===== src/rtl/hazard_pkg.sv =====
// Shared types and constants for the register-hazard scoreboard.
package hazard_pkg;

  localparam logic [1:0] STALL_NONE = 2'd0;
  localparam logic [1:0] STALL_WAW  = 2'd1;
  localparam logic [1:0] STALL_RAW  = 2'd2;

  // Entry field widths; the top-level LAT_W / FLUSH_AGE defaults track these.
  localparam int SB_LAT_W     = 4;
  localparam int SB_FLUSH_AGE = 1;
  localparam int SB_AGE_W     = $clog2(SB_FLUSH_AGE + 1);

  typedef struct packed {
    logic                pending;
    logic [SB_LAT_W-1:0] rem;
    logic [SB_AGE_W-1:0] age;
  } sb_entry_t;

endpackage


===== src/rtl/hazard_scoreboard_sb_entry.sv =====
// One architectural register's in-flight write tracker: load on issue,
// count rem down / age up while pending, clear on writeback or young flush.
module sb_entry
  import hazard_pkg::*;
#(
  parameter int FLUSH_AGE = SB_FLUSH_AGE
) (
  input  logic                clk,
  input  logic                resetn,
  input  logic                load_i,
  input  logic [SB_LAT_W-1:0] load_rem_i,
  input  logic                wb_clr_i,
  input  logic                flush_i,
  output logic                pending_o,
  output logic [SB_LAT_W-1:0] rem_o
);

  sb_entry_t q;
  logic      young;

  assign young     = int'(q.age) < FLUSH_AGE;
  assign pending_o = q.pending;
  assign rem_o     = q.rem;

  // Issue load beats writeback; otherwise clear, or tick rem/age with saturation.
  always_ff @(posedge clk or negedge resetn) begin
    if (!resetn) begin
      q <= '0;
    end else if (load_i) begin
      q.pending <= 1'b1;
      q.rem     <= load_rem_i;
      q.age     <= '0;
    end else if (q.pending) begin
      if (wb_clr_i || (flush_i && young)) begin
        q <= '0;
      end else begin
        if (q.rem != '0) q.rem <= q.rem - 1'b1;
        if (q.age != '1) q.age <= q.age + 1'b1;
      end
    end
  end

endmodule


===== src/rtl/hazard_scoreboard.sv =====
// Register-hazard scoreboard: per-register in-flight write tracking with
// RAW/WAW stall decision and per-source bypass hits for the issue stage.
module hazard_scoreboard
  import hazard_pkg::*;
#(
  parameter int NREG      = 32,
  parameter int AW        = 5,
  parameter int NSRC      = 2,
  parameter int LAT_W     = SB_LAT_W,
  parameter int FLUSH_AGE = SB_FLUSH_AGE
) (
  input  logic               clk,
  input  logic               resetn,
  input  logic               issue_valid_i,
  input  logic               issue_we_i,
  input  logic [AW-1:0]      issue_rd_i,
  input  logic [LAT_W-1:0]   issue_lat_i,
  input  logic [NSRC-1:0]    src_valid_i,
  input  logic [NSRC*AW-1:0] src_addr_i,
  input  logic               wb_we_i,
  input  logic [AW-1:0]      wb_rd_i,
  input  logic               flush_i,
  output logic               stall_o,
  output logic [1:0]         stall_code_o,
  output logic [NSRC-1:0]    src_bypass_o,
  output logic               busy_o
);

  logic [NREG-1:0]     pend;
  logic [NREG-1:0]     eff_pend;
  logic [NREG-1:0]     rem_zero;
  logic [NREG-1:1]     load;
  logic [NREG-1:1]     wb_clr;
  logic [SB_LAT_W-1:0] rem_q [1:NREG-1];
  logic [LAT_W-1:0]    load_rem;
  logic [NSRC-1:0]     raw;
  logic [AW-1:0]       src_a;
  logic                waw;
  logic                fire;

  assign pend[0] = 1'b0;

  // Write-through register file: a same-cycle writeback already resolves the hazard.
  always_comb begin
    eff_pend = '0;
    rem_zero = '0;
    wb_clr   = '0;
    for (int r = 1; r < NREG; r++) begin
      wb_clr[r]   = wb_we_i && (int'(wb_rd_i) == r);
      eff_pend[r] = pend[r] && !wb_clr[r];
      rem_zero[r] = (rem_q[r] == '0);
    end
  end

  // Per-source comparison: pending with rem left is RAW, rem exhausted is a bypass hit.
  always_comb begin
    raw          = '0;
    src_bypass_o = '0;
    src_a        = '0;
    for (int s = 0; s < NSRC; s++) begin
      src_a = src_addr_i[s*AW +: AW];
      if (src_valid_i[s] && (src_a != '0) && (int'(src_a) < NREG) && eff_pend[src_a]) begin
        if (rem_zero[src_a]) src_bypass_o[s] = 1'b1;
        else                 raw[s]          = 1'b1;
      end
    end
  end

  // Destination check against an outstanding write to the same register.
  always_comb begin
    waw = 1'b0;
    if (issue_we_i && (issue_rd_i != '0) && (int'(issue_rd_i) < NREG))
      waw = eff_pend[issue_rd_i];
  end

  assign stall_o = issue_valid_i && ((|raw) || waw);
  assign fire    = issue_valid_i && !stall_o && !flush_i;
  assign busy_o  = |pend;

  // A latency of 0 behaves like 1, so the loaded countdown is max(lat,1)-1.
  assign load_rem = (issue_lat_i == '0) ? '0 : issue_lat_i - 1'b1;

  // RAW outranks WAW in the reported stall reason.
  always_comb begin
    stall_code_o = STALL_NONE;
    if (issue_valid_i) begin
      if (|raw)    stall_code_o = STALL_RAW;
      else if (waw) stall_code_o = STALL_WAW;
    end
  end

  // Destination decode for the entry load strobe.
  always_comb begin
    load = '0;
    for (int r = 1; r < NREG; r++)
      load[r] = fire && issue_we_i && (int'(issue_rd_i) == r);
  end

  for (genvar r = 1; r < NREG; r++) begin : g_ent
    sb_entry #(.FLUSH_AGE(FLUSH_AGE)) u_ent (
      .clk        (clk),
      .resetn     (resetn),
      .load_i     (load[r]),
      .load_rem_i (SB_LAT_W'(load_rem)),
      .wb_clr_i   (wb_clr[r]),
      .flush_i    (flush_i),
      .pending_o  (pend[r]),
      .rem_o      (rem_q[r])
    );
  end

endmodule

===== config.mk =====
export PLATFORM = sky130hd
export DESIGN_NAME = hazard_scoreboard
export DESIGN_NICKNAME = d
export VERILOG_FILES = /design/src/rtl/hazard_pkg.sv /design/src/rtl/hazard_scoreboard_sb_entry.sv /design/src/rtl/hazard_scoreboard.sv
export SDC_FILE = /design/constraint.sdc
export NUM_CORES = 1
export LEC_CHECK = 0
export ABC_AREA = 1
export BUFFER_PORTS_ARGS = -buffer_cell sky130_fd_sc_hd__clkbuf_2
export CAP_MARGIN = 20
export CORE_MARGIN = 8
export CORE_UTILIZATION = 58
export DETAILED_ROUTE_END_ITERATION = 7
export GPL_TIMING_DRIVEN = 1
export HOLD_SLACK_MARGIN = 0.08
export PLACE_DENSITY_LB_ADDON = 0.2
export SYNTH_ARGS = -nofsm -noshare
export SYNTH_HDL_FRONTEND = slang
export SYNTH_SLANG_ARGS = --single-unit
export TNS_END_PERCENT = 50

===== constraint.sdc =====
create_clock -name clk -period 2.2 [get_ports clk]
set_input_delay 0.44 -clock clk [delete_from_list [all_inputs] [get_ports clk]]
set_output_delay 0.44 -clock clk [all_outputs]
set_load 0.01 [all_outputs]

==> impl_metrics.tcl <==
set metrics [dict create \
    violations "design-rule violations, negative setup slack" \
    insertedDiodeCount 0 \
    dp_hpwl_mm 36.79 \
    cts_sinks 186 \
    fin_cells 2729 \
    place.port_buffers 37 \
    drt_iter0_drc 2845 \
    cpPeakStageDelay_ns 0.47 \
    layout.nets 2490 \
    worst_slack_ns -0.9670 \
    io_pins 38 \
    endpoint_kind "output port" \
    fmax_mhz 315.8 \
    yosysWarnings 0 \
    fin_area_um2 20460 \
    rrSetupSlack_ns -0.84 \
    worst_r2r_startpoint "g_ent[2].u_ent.rem_o[0]$_DFFE_PN0P_" \
    cellPowerDensity_nw_per_um2 672.2 \
    dp.cells 2651 \
    cts_root_buf "clkbuf_16" \
    cts-htree-levels 4 \
    worst_pin_slew_ns 0.8802 \
    yosys.area.top_type_share_pct 33.82 \
    critPathKind "reg2out" \
    cp_data_required_time_ns 1.76 \
    drv_slew 0 \
    synth_area_leader_cell "dfrtp_1" \
    dieArea_um2 28910 \
    area_growth_pct 48.69 \
    dr.pass1.iters 8 \
    place_area_um2 17430 \
    slew_headroom_pct 41.32 \
    syn_area_um2 13760 \
    min_path_type "reg2reg" \
    power_mw 13.75 \
    dieWidth_um 170.0 \
    grt_pass1_wl_mm 87.73 \
    peakVddDrop_mv 0.6091 \
    synth-seq-area-share_pct 33.82 \
    die_height_um 170.0 \
    synth.distinct_cells 36 \
    grt_pass1_vias 16390 \
    syn_inst 1941 \
    clk_latency_ns 0.46 \
    path_cells "inv_2 > ha_1 > nor3b_4 > nand2_1 > o21ai_1 > nand2_1 > nand2_2 > nand3_1 > nand3_1 > nand2_2 > nand4_4 > nand2_4 > nor3_4 > buf_2" \
    grt_max_degree 62 \
    numCtsBuffers 17 \
    r2r_end "g_ent[16].u_ent.rem_o[3]$_DFFE_PN0P_" \
    hold_violations 0 \
    via_per_inst 6.606 \
    power_leakage_nw 10.26 \
    routed-via-count 18030 \
    fin_hold_ws_ns 0.5093 \
    clk_path_buf_depth 2 \
    num_rows 56 \
    holdPathEnd "g_ent[26].u_ent.q[0]$_DFFE_PN0P_" \
    post-route-period-util_pct 144.0 \
    maxCapViolCount 0 \
    min_period_ns 3.167 \
    finalSetupViolCount 192 \
    cp.arrival_ns 2.73 \
    rsz0062_at_grt "yes" \
    grt.total_usage_pct 38.85 \
    hold_depth 2 \
    clk_pin_slew_worst_paths_ns 0.08 \
    cp_slowest_cell "nor3b_4" \
    drc_errors 67 \
    cts_tree "done" \
    fin_setup_tns_ns -129.96 \
    grt_overflow 0 \
    syn_area_per_cell_um2 7.089 \
    skew_ns 0.02097 \
    crit_fanout 4 \
    hold_start "g_ent[26].u_ent.q[0]$_DFFE_PN0P_" \
    postSynthNetCount 2034 \
    outcome "complete, but fails checks" \
    fillers 1157 \
    start_kind "register" \
    place.gp.congestion 1.084 \
    ys_ff_latch 186 \
    drive_gt1_share_pct 37.43 \
    drt-total-wl_mm 65.76 \
    synth_area_leaders "dfrtp_1, nand3_1, nand2_1" \
    start_util_pct 58.80 \
    wl_per_cell_um 24.10 \
    design.core.area_um2 23400 \
    ant_nets 0 \
    antenna_found_initial 1 \
    rr_worst_depth 20 \
]
## cell usage in the layout, fill, tap and decap left out, types with 8 or more instances in the layout
| cell type | count |
|---|---|
| nand2_1 | 410 |
| nand4_4 | 32 |
| xor2_1 | 34 |
| a21oi_1 | 40 |
| nand3_1 | 298 |
| xnor2_1 | 8 |
| inv_2 | 23 |
| inv_1 | 194 |
| buf_12 | 23 |
| nor2_2 | 9 |
| nand3b_1 | 24 |
| o21ai_0 | 42 |
| clkbuf_2 | 32 |
| nor2_1 | 153 |
| clkbuf_16 | 19 |
| buf_6 | 11 |
| buf_4 | 405 |
| dfrtp_1 | 186 |
| nor2_4 | 8 |
| nand3_2 | 179 |
| buf_16 | 12 |
| nand3_4 | 43 |
| nand4_1 | 16 |
| nor3_1 | 28 |
| nand2_2 | 25 |
| or2_2 | 22 |
| ha_1 | 51 |
## cell type report
type,instances,area (um^2),area share [%]
Multi-Input combinational cell,1480,9746,47.63
Sequential cell,186,4654,22.75
Timing Repair Buffer,492,4253,20.79
Inverter,220,830.8,4.060
Clock buffer,19,452.9,2.214
Tap cell,319,399.1,1.951
Clock inverter,13,125.1,0.6115
## synthesized netlist by cell type, drive strengths merged
| cell type | count |
|---|---|
| a21oi | 48 |
| a22oi | 1 |
| a31o | 1 |
| a31oi | 3 |
| buf | 33 |
| clkbuf | 22 |
| clkinv | 1 |
| dfrtp | 186 |
| ha | 61 |
| inv | 219 |
| nand2 | 441 |
| nand3 | 520 |
| nand3b | 24 |
| nand4 | 48 |
| nor2 | 170 |
| nor3 | 30 |
| nor3b | 4 |
| nor4 | 6 |
| o211ai | 3 |
| o21a | 2 |
| o21ai | 50 |
| o31ai | 1 |
| o41ai | 2 |
| or2 | 23 |
| xnor2 | 8 |
| xor2 | 34 |
## report_power, final
group          switching [mW]  internal, mW  total [mW]  leakage, nW
sequential              0.343          3.91        4.25         2.53
combinational            3.47          2.80        6.27         7.44
clock                    1.66          1.57        3.23        0.288
## per-stage QoR
stage / utilization, % / setup slack [ns]
2_1_floorplan: - / -0.009148
3_3_place_gp: 74.49 / -0.7625
3_5_place_dp: 74.49 / -0.7728
4_1_cts: 82.37 / -0.6691
5_1_grt: 87.43 / -0.9860
6_report: 87.43 / -0.9670
## per-layer routing
metal	GRT usage, %	up-vias	share of wire (%)	wire length [um]
met4	21.43	2	8.6	5659
met2	62.05	1745	44	28710
met5	0	-	0.020	13
met1	48.30	8286	33	21850
li1	-	7410	-	-
met3	8.665	586	14	9532
## timing repair
| item | CTS | global route |
|---|---|---|
| cloned | 12 | 2 |
| resized for setup | 181 | 219 |
| pin swaps | 118 | 100 |
| buffers inserted | 22 | 18 |
| hold endpoints to repair | 54 | 0 |
| hold buffers | 1 | 0 |
| endpoints found under the setup margin | 192 | 192 |
## state kept, by name, indices dropped and copies added, names as in the netlist
signal                 cells
g_ent.u_ent.q             31
g_ent.u_ent.pending_o     31
g_ent.u_ent.rem_o        124
## critical path, delay by kind of cell, from the launching register on
kind                       cells  cell delay (ns)
AOI/OAI and AO/OA              1             0.10
adders and majority gates      1             0.20
buffers and inverters          2             0.26
DFF                            1             0.39
and+or+nand+nor               10             1.30
## cell families after synthesis
| family | Yosys count | share of synthesized area [%] |
|---|---|---|
| XOR/XNOR | 42 | 2.673 |
| flip-flops | 186 | 33.82 |
| buffers and inverters | 275 | 8.383 |
| adder cells (fa/ha/maj) | 61 | 5.546 |
| AO/OA/AOI/OAI | 111 | 4.274 |
| AND/OR/NAND/NOR | 1266 | 45.30 |
## how the worst max path moves through the flow
| stage | from | endpoint | slack [ns] |
|---|---|---|---|
| after floorplan | wb_we_i | stall_o | -0.009 |
| after global placement | wb_rd_i[0] | g_ent[25].u_ent.rem_o[3]$_DFFE_PN0P_ | -0.76 |
| after detailed placement | wb_we_i | g_ent[3].u_ent.rem_o[3]$_DFFE_PN0P_ | -0.77 |
| after CTS | g_ent[12].u_ent.rem_o[1]$_DFFE_PN0P_ | stall_code_o[0] | -0.67 |
| after global routing | wb_rd_i[0] | stall_code_o[0] | -0.99 |
| final | g_ent[2].u_ent.rem_o[0]$_DFFE_PN0P_ | stall_code_o[0] | -0.97 |
Power figures use the tool's default switching activity.
